**src/rtl/clk_div_pkg.sv**
```systemverilog
// Shared types and duty-window helpers for divided-clock monitors.
package clk_div_pkg;

  typedef enum logic [1:0] {
    IDLE    = 2'd0,
    SYNC    = 2'd1,
    MEASURE = 2'd2
  } mon_state_t;

  // Legal sampled-high window for a divide-by-n clock; odd n allows either
  // floor or ceiling of n/2 depending on sampling phase.
  function automatic int unsigned hi_min(input int unsigned n);
    return n / 2;
  endfunction

  function automatic int unsigned hi_max(input int unsigned n);
    return (n + 1) / 2;
  endfunction

endpackage

```
**src/rtl/edge_sampler.sv**
```systemverilog
// Two-stage sampler of a same-domain signal with rise/fall strobes
// derived from the registered history.
module edge_sampler (
  input  logic clk,
  input  logic rst,
  input  logic i_din,
  output logic o_q,
  output logic o_rise,
  output logic o_fall
);

  logic r_q;
  logic r_d;

  // NOTE: non-blocking assignments make r_d take the old r_q, forming a true
  // two-stage shift; blocking would collapse both stages into one.
  always_ff @(posedge clk or negedge rst) begin
    if (!rst) begin
      r_q <= 1'b0;
      r_d <= 1'b0;
    end else begin
      r_q <= i_din;
      r_d <= r_q;
    end
  end

  assign o_q    = r_q;
  assign o_rise = r_q & ~r_d;
  assign o_fall = ~r_q & r_d;

endmodule

```
**src/rtl/clk_div_monitor.sv**
```systemverilog
// Measures period and high time of a divided clock sampled in the source
// clock domain; flags period/duty errors, a stuck divider and lock.
module clk_div_monitor #(
  parameter int unsigned DIV_N   = 5,
  parameter int unsigned CNT_W   = 8,
  parameter int unsigned TIMEOUT = 64
) (
  input  logic             clk,
  input  logic             rst,
  input  logic             div_in,
  input  logic             en,
  output logic [CNT_W-1:0] period,
  output logic [CNT_W-1:0] high_cnt,
  output logic             meas_valid,
  output logic             period_err,
  output logic             duty_err,
  output logic             stuck,
  output logic             lock
);
  import clk_div_pkg::*;

  localparam logic [CNT_W-1:0] ONE       = CNT_W'(1);
  localparam logic [CNT_W-1:0] CNT_MAX   = '1;
  localparam logic [CNT_W-1:0] IDLE_LAST = CNT_W'(TIMEOUT - 1);
  localparam logic [CNT_W-1:0] DIV_N_C   = CNT_W'(DIV_N);
  localparam logic [CNT_W-1:0] HI_MIN    = CNT_W'(hi_min(DIV_N));
  localparam logic [CNT_W-1:0] HI_MAX    = CNT_W'(hi_max(DIV_N));

  mon_state_t       r_state;
  mon_state_t       w_state_next;
  logic             w_div_q;
  logic             w_rise;
  logic             w_fall;
  logic             w_edge;
  logic             w_idle_expired;
  logic             w_timeout;
  logic             w_start;
  logic             w_meas;
  logic             w_period_bad;
  logic             w_duty_bad;
  logic [1:0]       w_good_next;
  logic [CNT_W-1:0] r_cyc_cnt;
  logic [CNT_W-1:0] r_hi_cnt;
  logic [CNT_W-1:0] r_idle_cnt;
  logic [1:0]       r_good_cnt;
  logic [CNT_W-1:0] r_period;
  logic [CNT_W-1:0] r_high_cnt;
  logic             r_meas_valid;
  logic             r_period_err;
  logic             r_duty_err;
  logic             r_stuck;
  logic             r_lock;

  edge_sampler u_sampler (
    .clk    (clk),
    .rst    (rst),
    .i_din  (div_in),
    .o_q    (w_div_q),
    .o_rise (w_rise),
    .o_fall (w_fall)
  );

  assign w_edge         = w_rise | w_fall;
  assign w_idle_expired = !w_edge && (r_idle_cnt == IDLE_LAST);
  assign w_period_bad   = (r_cyc_cnt != DIV_N_C);
  assign w_duty_bad     = (r_hi_cnt < HI_MIN) || (r_hi_cnt > HI_MAX);
  assign w_good_next    = (r_good_cnt == 2'd2) ? 2'd2 : r_good_cnt + 2'd1;

  always_ff @(posedge clk or negedge rst) begin
    if (!rst) r_state <= IDLE;
    else      r_state <= w_state_next;
  end

  // NOTE: every output of this block gets a default before the case, so no
  // path leaves a signal unassigned and no latch is inferred.
  always_comb begin
    w_state_next = r_state;
    w_timeout    = 1'b0;
    w_start      = 1'b0;
    w_meas       = 1'b0;
    if (!en) begin
      w_state_next = IDLE;
    end else begin
      case (r_state)
        IDLE: w_state_next = SYNC;
        SYNC: begin
          if (w_idle_expired) begin
            w_timeout = 1'b1;
          end else if (w_rise) begin
            w_start      = 1'b1;
            w_state_next = MEASURE;
          end
        end
        MEASURE: begin
          if (w_idle_expired) begin
            w_timeout    = 1'b1;
            w_state_next = SYNC;
          end else if (w_rise) begin
            w_meas  = 1'b1;
            w_start = 1'b1;
          end
        end
        default: w_state_next = IDLE;
      endcase
    end
  end

  // Measurement outputs survive a disable; only reset clears them.
  always_ff @(posedge clk or negedge rst) begin
    if (!rst) begin
      r_cyc_cnt    <= '0;
      r_hi_cnt     <= '0;
      r_idle_cnt   <= '0;
      r_good_cnt   <= 2'd0;
      r_period     <= '0;
      r_high_cnt   <= '0;
      r_meas_valid <= 1'b0;
      r_period_err <= 1'b0;
      r_duty_err   <= 1'b0;
      r_stuck      <= 1'b0;
      r_lock       <= 1'b0;
    end else begin
      r_meas_valid <= 1'b0;
      if (!en || r_state == IDLE) begin
        r_cyc_cnt  <= '0;
        r_hi_cnt   <= '0;
        r_idle_cnt <= '0;
        r_good_cnt <= 2'd0;
        r_stuck    <= 1'b0;
        r_lock     <= 1'b0;
      end else begin
        r_idle_cnt <= (w_edge || w_timeout) ? '0 : r_idle_cnt + ONE;
        if (w_start) begin
          r_cyc_cnt <= ONE;
          r_hi_cnt  <= ONE;
        end else begin
          r_cyc_cnt <= (r_cyc_cnt == CNT_MAX) ? CNT_MAX : r_cyc_cnt + ONE;
          r_hi_cnt  <= (w_div_q && r_hi_cnt != CNT_MAX) ? r_hi_cnt + ONE : r_hi_cnt;
        end
        if (w_timeout) begin
          r_stuck    <= 1'b1;
          r_lock     <= 1'b0;
          r_good_cnt <= 2'd0;
        end
        if (w_meas) begin
          r_period     <= r_cyc_cnt;
          r_high_cnt   <= r_hi_cnt;
          r_period_err <= w_period_bad;
          r_duty_err   <= w_duty_bad;
          r_meas_valid <= 1'b1;
          if (w_period_bad || w_duty_bad) begin
            r_good_cnt <= 2'd0;
            r_lock     <= 1'b0;
          end else begin
            r_good_cnt <= w_good_next;
            r_lock     <= (w_good_next == 2'd2);
          end
        end
      end
    end
  end

  assign period     = r_period;
  assign high_cnt   = r_high_cnt;
  assign meas_valid = r_meas_valid;
  assign period_err = r_period_err;
  assign duty_err   = r_duty_err;
  assign stuck      = r_stuck;
  assign lock       = r_lock;

endmodule

```
**config.mk**
```make
export PLATFORM = sky130hd
export DESIGN_NAME = clk_div_monitor
export DESIGN_NICKNAME = d
export VERILOG_FILES = /design/src/rtl/clk_div_pkg.sv /design/src/rtl/edge_sampler.sv /design/src/rtl/clk_div_monitor.sv
export SDC_FILE = /design/constraint.sdc
export NUM_CORES = 1
export LEC_CHECK = 0
export BUFFER_PORTS_ARGS = -buffer_cell sky130_fd_sc_hd__buf_2
export CAP_MARGIN = 40
export CORE_MARGIN = 2
export CORE_UTILIZATION = 49
export CTS_CLUSTER_SIZE = 16
export DETAILED_ROUTE_END_ITERATION = 10
export PLACE_DENSITY = 0.79
export SYNTH_ARGS = -nofsm -noshare
export SYNTH_HDL_FRONTEND = slang
export SYNTH_SLANG_ARGS = --single-unit
```
**constraint.sdc**
```tcl
create_clock -name clk -period 1.8 [get_ports clk]
set_input_delay 0.09 -clock clk [delete_from_list [all_inputs] [get_ports clk]]
set_output_delay 0.09 -clock clk [all_outputs]
set_load 0.02 [all_outputs]
```
==> results.cfg, run 1 <==
[yosys]
synthTopCellsByArea = dfrtp_1 (52%), mux2_2 (7.0%), ha_1 (5.2%)
synth-compound-area-share_pct = 9.31
ys_async_sr_fraction_pct = 100
synth_top_family_by_area = simple AND/OR/NAND/NOR gates
synth-simple-area-share_pct = 17.6
synthCells = 214
synth_sequential_area_ratio_pct = 52.0
yosysWarnings = 0
synthXorXnorAreaFrac_pct = 3.64
synth_ff_type = dfrtp_1
synth_cell_types = 42
synth_edf_count = 0
synth_seq_cells = 50
syn_area_per_cell_um2 = 11.2
synth_area_leader_cell = dfrtp_1
muxShareOfSynthArea_pct = 8.74
synthAdderAreaFrac_pct = 5.20
synth_top_area_share_pct = 52.0
syn-num-nets = 228
synth_area_mm2 = 0.00240

[setup_path]
critPathSlowestCell = dfrtp_1
r2r_cells = 7
crit_cells = 7
critPathLaunchType = register
cp.arrival_ps = 2050
critPathMaxStageDelay_ps = 380
crit_family = buffers and inverters
crit_chain = inv_2 > ha_4 > and4bb_2 > a211oi_4 > buf_6 > clkbuf_16 > mux2_4
worstPathMaxFanout = 5
setup.worst_path.end_class = register
path_class = register to register
cp.required_ps = 1980
path_buf_inv = 3

[place]
placedInstanceArea_mm2 = 0.00273
io_buffers = 24
dp_hpwl_mm = 3.26
gp_congestion = 0.779
placed_cells = 320

[floorplan]
fp.dieW_um = 74.1
core_region_area_mm2 = 0.00472
pin_count = 25
die_height_um = 74.1
fp-row-count = 25
die-area_mm2 = 0.00548
initial_core_util_pct = 50.9

[sta]
tightest_slew_ps = 413
clock_skew_ps = 8.75
timing.hold.ws_ps = 121
period_needed_ps = 1860
fin_setup_tns_ps = -793
slew_violations = 0
fin_ws_ps = -62.4
clock.fmax_ghz = 0.537
setup_viol = 18
rsz0062_at_grt = true
finalHoldViolations = 0
period_share_pct = 103
slew_headroom_pct = 72.2

[routing]
wirelength_mm = 5.37
viasPerCell = 5.52
ant_nets = 0
wl_per_cell_um = 15.9
drtPass1Iterations = 5
remaining_drc_errors = 0
dr.first_iter.drc_count = 187
via_count = 1859

[power]
clkPwrFrac_pct = 29.4
seqPwrFrac_pct = 56.0
power.leakage_nw = 1.40
pwr_density_cell_mw_per_mm2 = 693
sw_frac_of_total_pct = 26.3
pwr-share-comb_pct = 14.6
p_sw_mw = 0.554
ir_drop_uv = 412
internal_power_mw = 1.55

[finish]
multiInputGateArea_mm2 = 0.00118
seq_area_mm2 = 0.00125
area_growth_pct = 26.4
nets = 284
drive_gt1_share_pct = 33.7
n_fill_cell = 356
fin_area_mm2 = 0.00304
antenna_cells = 0
layout_commonest_cell = dfrtp_1
final_cells = 337
layout.cells.most_common_list = dfrtp_1 (50), nor2_1 (25), buf_2 (24)

[global_route]
antenna_found_initial = 0
grt-ovfl-total = 0
grt_max_degree = 23
track_usage_pct = 18.2
grt_pass1_wl_mm = 7.66
grt_pass1_vias = 1668

[outcome]
outcome = finished, violations left
failed_checks = negative setup slack

[clock_network]
clk_latency_ps = 300
clk_pin_slew_worst_paths_ps = 80
max-clock-path-buffers = 2
cts_buffers = 5
h-tree-depth = 2
numClockSinks = 50
clock-root-buffer = clkbuf_8
cts_tree = done

[flow_run]
drv_cap = 0

[worst_hold_path]
hold_path.class = primary input to register
hold_path_depth = 2
==> cell type report <==
cell class,instances,area share [%]
well taps,67,2.76
repair buffers,54,13.3
inverters,9,1.11
flip-flops and latches,50,41.2
clock inverters,1,0.247
clock buffers,6,2.39
multi-input cells,150,39.0
==> cells in the mapped netlist (6+ instances only) <==
library cell,number
xor2_1,7
nor2_1,25
ha_1,10
nand3_1,8
a21oi_1,13
inv_1,9
mux2_2,15
dfrtp_1,50
nand2_1,14
nor3_1,6
nand4_1,6
==> routing by layer <==
metal | global-route usage (%) | routed length [µm] | vias up
met1 | 24.5 | 2450 | 939
met3 | 2.85 | 148 | 6
met4 | 6.67 | 76 | 0
met2 | 29.9 | 2690 | 40
li1 | - | - | 874
met5 | 0 | 0 | -
==> flip-flops by register name, summed over array words and instances (netlist names), 2 cells and up <==
signal	count
r_state	2
high_cnt	8
r_hi_cnt	8
period	8
r_good_cnt	2
r_cyc_cnt	8
r_idle_cnt	8
==> worst reg2reg max path, delay by kind of cell (launching register included) <==
family	cells	cell delay, ps
AO/OA/AOI/OAI	1	210
adder cells (fa/ha/maj)	1	210
buffers and inverters	3	410
flip-flops	1	380
multiplexers	1	290
AND/OR/NAND/NOR	1	250
==> power groups by stage <==
stage / combinational, mW / sequential [mW] / clock [mW]
6_report: 0.309 / 1.18 / 0.619
5_1_grt: 0.341 / 1.18 / 0.672
4_1_cts: 0.287 / 1.18 / 0.631
3_5_place_dp: 0.277 / 1.20 / 0
3_3_place_gp: 0.269 / 1.20 / 0
2_1_floorplan: 0.134 / 1.22 / 0
==> per-stage QoR <==
stage                     power (mW)  utilization, %  setup WS (ps)
final                           2.11            64.3          -62.4
after global routing            2.20            64.3          -86.2
after CTS                       2.10            60.2          -40.7
after detailed placement        1.48            57.8          -39.7
after global placement          1.47            57.8           2.86
after floorplan                 1.35               -          -52.0
==> repair_timing <==
| action | in CTS | in global routing |
|---|---|---|
| gates cloned | 0 | 3 |
| endpoints found under the hold margin | 14 | 0 |
| setup buffers | 0 | 5 |
| pin swaps | 0 | 2 |
| hold buffers | 2 | 0 |
| gates resized for setup | 3 | 20 |
| endpoints found under the setup margin | 16 | 31 |
==> cell families (layout without fill, tap and decap cells) <==
family / after synthesis / count (layout)
fa+ha+maj: 10 / 10
buf+inv: 14 / 70
compound gates: 32 / 32
mux: 19 / 19
simple gates: 79 / 79
flops: 50 / 50
xor+xnor: 10 / 10
==> worst paths after layout <==
kind                                     from           end  slack [ps]
worst max-delay path            u_sampler.r_d   high_cnt[1]         -60
worst min-delay path                       en    r_state[0]         120
worst max register to register  u_sampler.r_d   high_cnt[1]         -60
worst min register to register    high_cnt[2]   high_cnt[2]         510
max in group asynchronous                 rst  r_cyc_cnt[1]        1010
min in group asynchronous                 rst    r_state[1]         220
No activity file was read; power rests on OpenSTA's default activity.
==> run 2, diff against run 1 <==
RECOVER_POWER = 25   (was default)
==> run 2 against run 1 <==
Compared with the run above: critical path depth did not move; clock-buffer cell count did not move; cell count did not move; the flow still finishes with violations (negative setup slack); critical path type unchanged.
==> results.cfg, run 2 (synthesis results as in run 1) <==
[outcome]
outcome = finished, violations left
failed_checks = negative setup slack

[setup_path]
critPathLaunch = u_sampler.r_d
crit_chain = inv_2 > ha_4 > and4bb_2 > a211oi_4 > buf_6 > clkbuf_16 > mux2_4
setup.worst_path.end_class = register
endpoint = high_cnt[1]
critPathLaunchType = register
r2r_cells = 7
cp.required_ps = 1980
path_class = register to register
r2r_start = u_sampler.r_d
worstPathMaxFanout = 5
critPathSlowestCell = dfrtp_1
cp.arrival_ps = 2040
worst-r2r-setup-slack_ps = -60
critPathMaxStageDelay_ps = 380
r2r-end = high_cnt[1]

[finish]
final_cells = 337
nets = 284
area_growth_pct = 26.1
layout.cells.most_common_list = dfrtp_1 (50), nor2_1 (25), buf_2 (23)
n_fill_cell = 358
fin_area_mm2 = 0.00303
antenna_cells = 0
drive_gt1_share_pct = 33.0
layout_commonest_cell = dfrtp_1

[global_route]
grt-ovfl-total = 0
grt_pass1_vias = 1668
antenna_found_initial = 0
grt_pass1_wl_mm = 7.66
grt_max_degree = 23
track_usage_pct = 18.2

[clock_network]
numClockSinks = 50
h-tree-depth = 2
clk_latency_ps = 300
clk_pin_slew_worst_paths_ps = 80
cts_buffers = 5
clock-root-buffer = clkbuf_8
cts_tree = done
max-clock-path-buffers = 2

[floorplan]
fp.dieW_um = 74.1
fp-row-count = 25
die-area_mm2 = 0.00548
initial_core_util_pct = 50.9
pin_count = 25
die_height_um = 74.1
core_region_area_mm2 = 0.00472

[sta]
setup_viol = 18
finalHoldViolations = 0
fin_setup_tns_ps = -758
rsz0062_at_grt = true
slew_headroom_pct = 45.4
fin_ws_ps = -60.8
slew_violations = 0
tightest_slew_ps = 819
clock_skew_ps = 8.50
period_share_pct = 103
period_needed_ps = 1860
clock.fmax_ghz = 0.537

[place]
gp_congestion = 0.779
placed_cells = 320
placedInstanceArea_mm2 = 0.00273
io_buffers = 24
dp_hpwl_mm = 3.26

[routing]
wl_per_cell_um = 16.0
dr.first_iter.drc_count = 174
viasPerCell = 5.53
drtPass1Iterations = 4
via_count = 1865
wirelength_mm = 5.38
ant_nets = 0
remaining_drc_errors = 0

[flow_run]
drv_cap = 0

[power]
pwr_density_cell_mw_per_mm2 = 694
p_total_mw = 2.10
ir_drop_uv = 416
power.leakage_nw = 1.40

[worst_hold_path]
hold_path.class = primary input to register
run 2: changes by cell type in the layout (fill, tap and decap cells not counted), sizes merged:
| cell | change |
|---|---|
| buf | -3 |
| clkbuf | +3 |
run 2: cell type report:
type / instances / area [µm²] / area share (%)
flip-flops and latches: 50 / 1250 / 41.3
multi-input cells: 150 / 1180 / 39.1
repair buffers: 54 / 398 / 13.1
well taps: 67 / 83.8 / 2.77
clock buffers: 6 / 72.6 / 2.39
inverters: 9 / 33.8 / 1.11
clock inverters: 1 / 7.51 / 0.248
run 2: through the flow:
stage | util (%) | hold slack [ps] | setup slack (ps)
after floorplan | - | -206 | -52.0
after global placement | 57.8 | 9.53 | 2.86
after detailed placement | 57.8 | 12.6 | -39.7
after CTS | 60.2 | 116 | -40.7
after global routing | 64.2 | 123 | -86.2
final | 64.2 | 123 | -60.8
run 2: worst min path at each step:
stage / slack, ps / cells after the start / start / to
floorplan: -210 / 0 / rst / duty_err
global placement: 10 / 1 / rst / r_state[1]
detailed placement: 10 / 1 / rst / r_state[1]
CTS: 120 / 2 / en / r_state[0]
global route: 120 / 2 / en / r_state[0]
finish: 120 / 2 / en / r_state[0]
run 2: worst max-delay path: cells and delay by family, from the launching register on:
family,cells,cell delay [ps]
muxes,1,290
AOI/OAI and AO/OA,1,210
buffers and inverters,3,410
adders and majority gates,1,210
DFF,1,380
and+or+nand+nor,1,250
run 2: power by group:
| part | leakage (nW) | switching [mW] | total [mW] | internal [mW] |
|---|---|---|---|---|
| Sequential | 0.684 | 0.0251 | 1.18 | 1.15 |
| Clock | 0.0373 | 0.352 | 0.619 | 0.267 |
| Combinational | 0.674 | 0.177 | 0.306 | 0.129 |
| Total | 1.40 | 0.554 | 2.10 | 1.55 |
run 2: routing by layer:
layer | share of wire [%] | GRT usage (%) | vias to the layer above
li1 | - | - | 874
met1 | 46 | 24.5 | 945
met2 | 50 | 29.9 | 40
met3 | 3.1 | 2.85 | 6
met4 | 1.4 | 6.67 | 0
met5 | 0 | 0 | -
run 2: timing repair:
action | CTS | global route
gates cloned | 0 | 3
pin swaps | 0 | 2
resized for setup | 3 | 20
endpoints found under the hold margin | 14 | 0
hold buffers | 2 | 0
setup endpoints to repair | 16 | 31
buffers inserted | 0 | 5
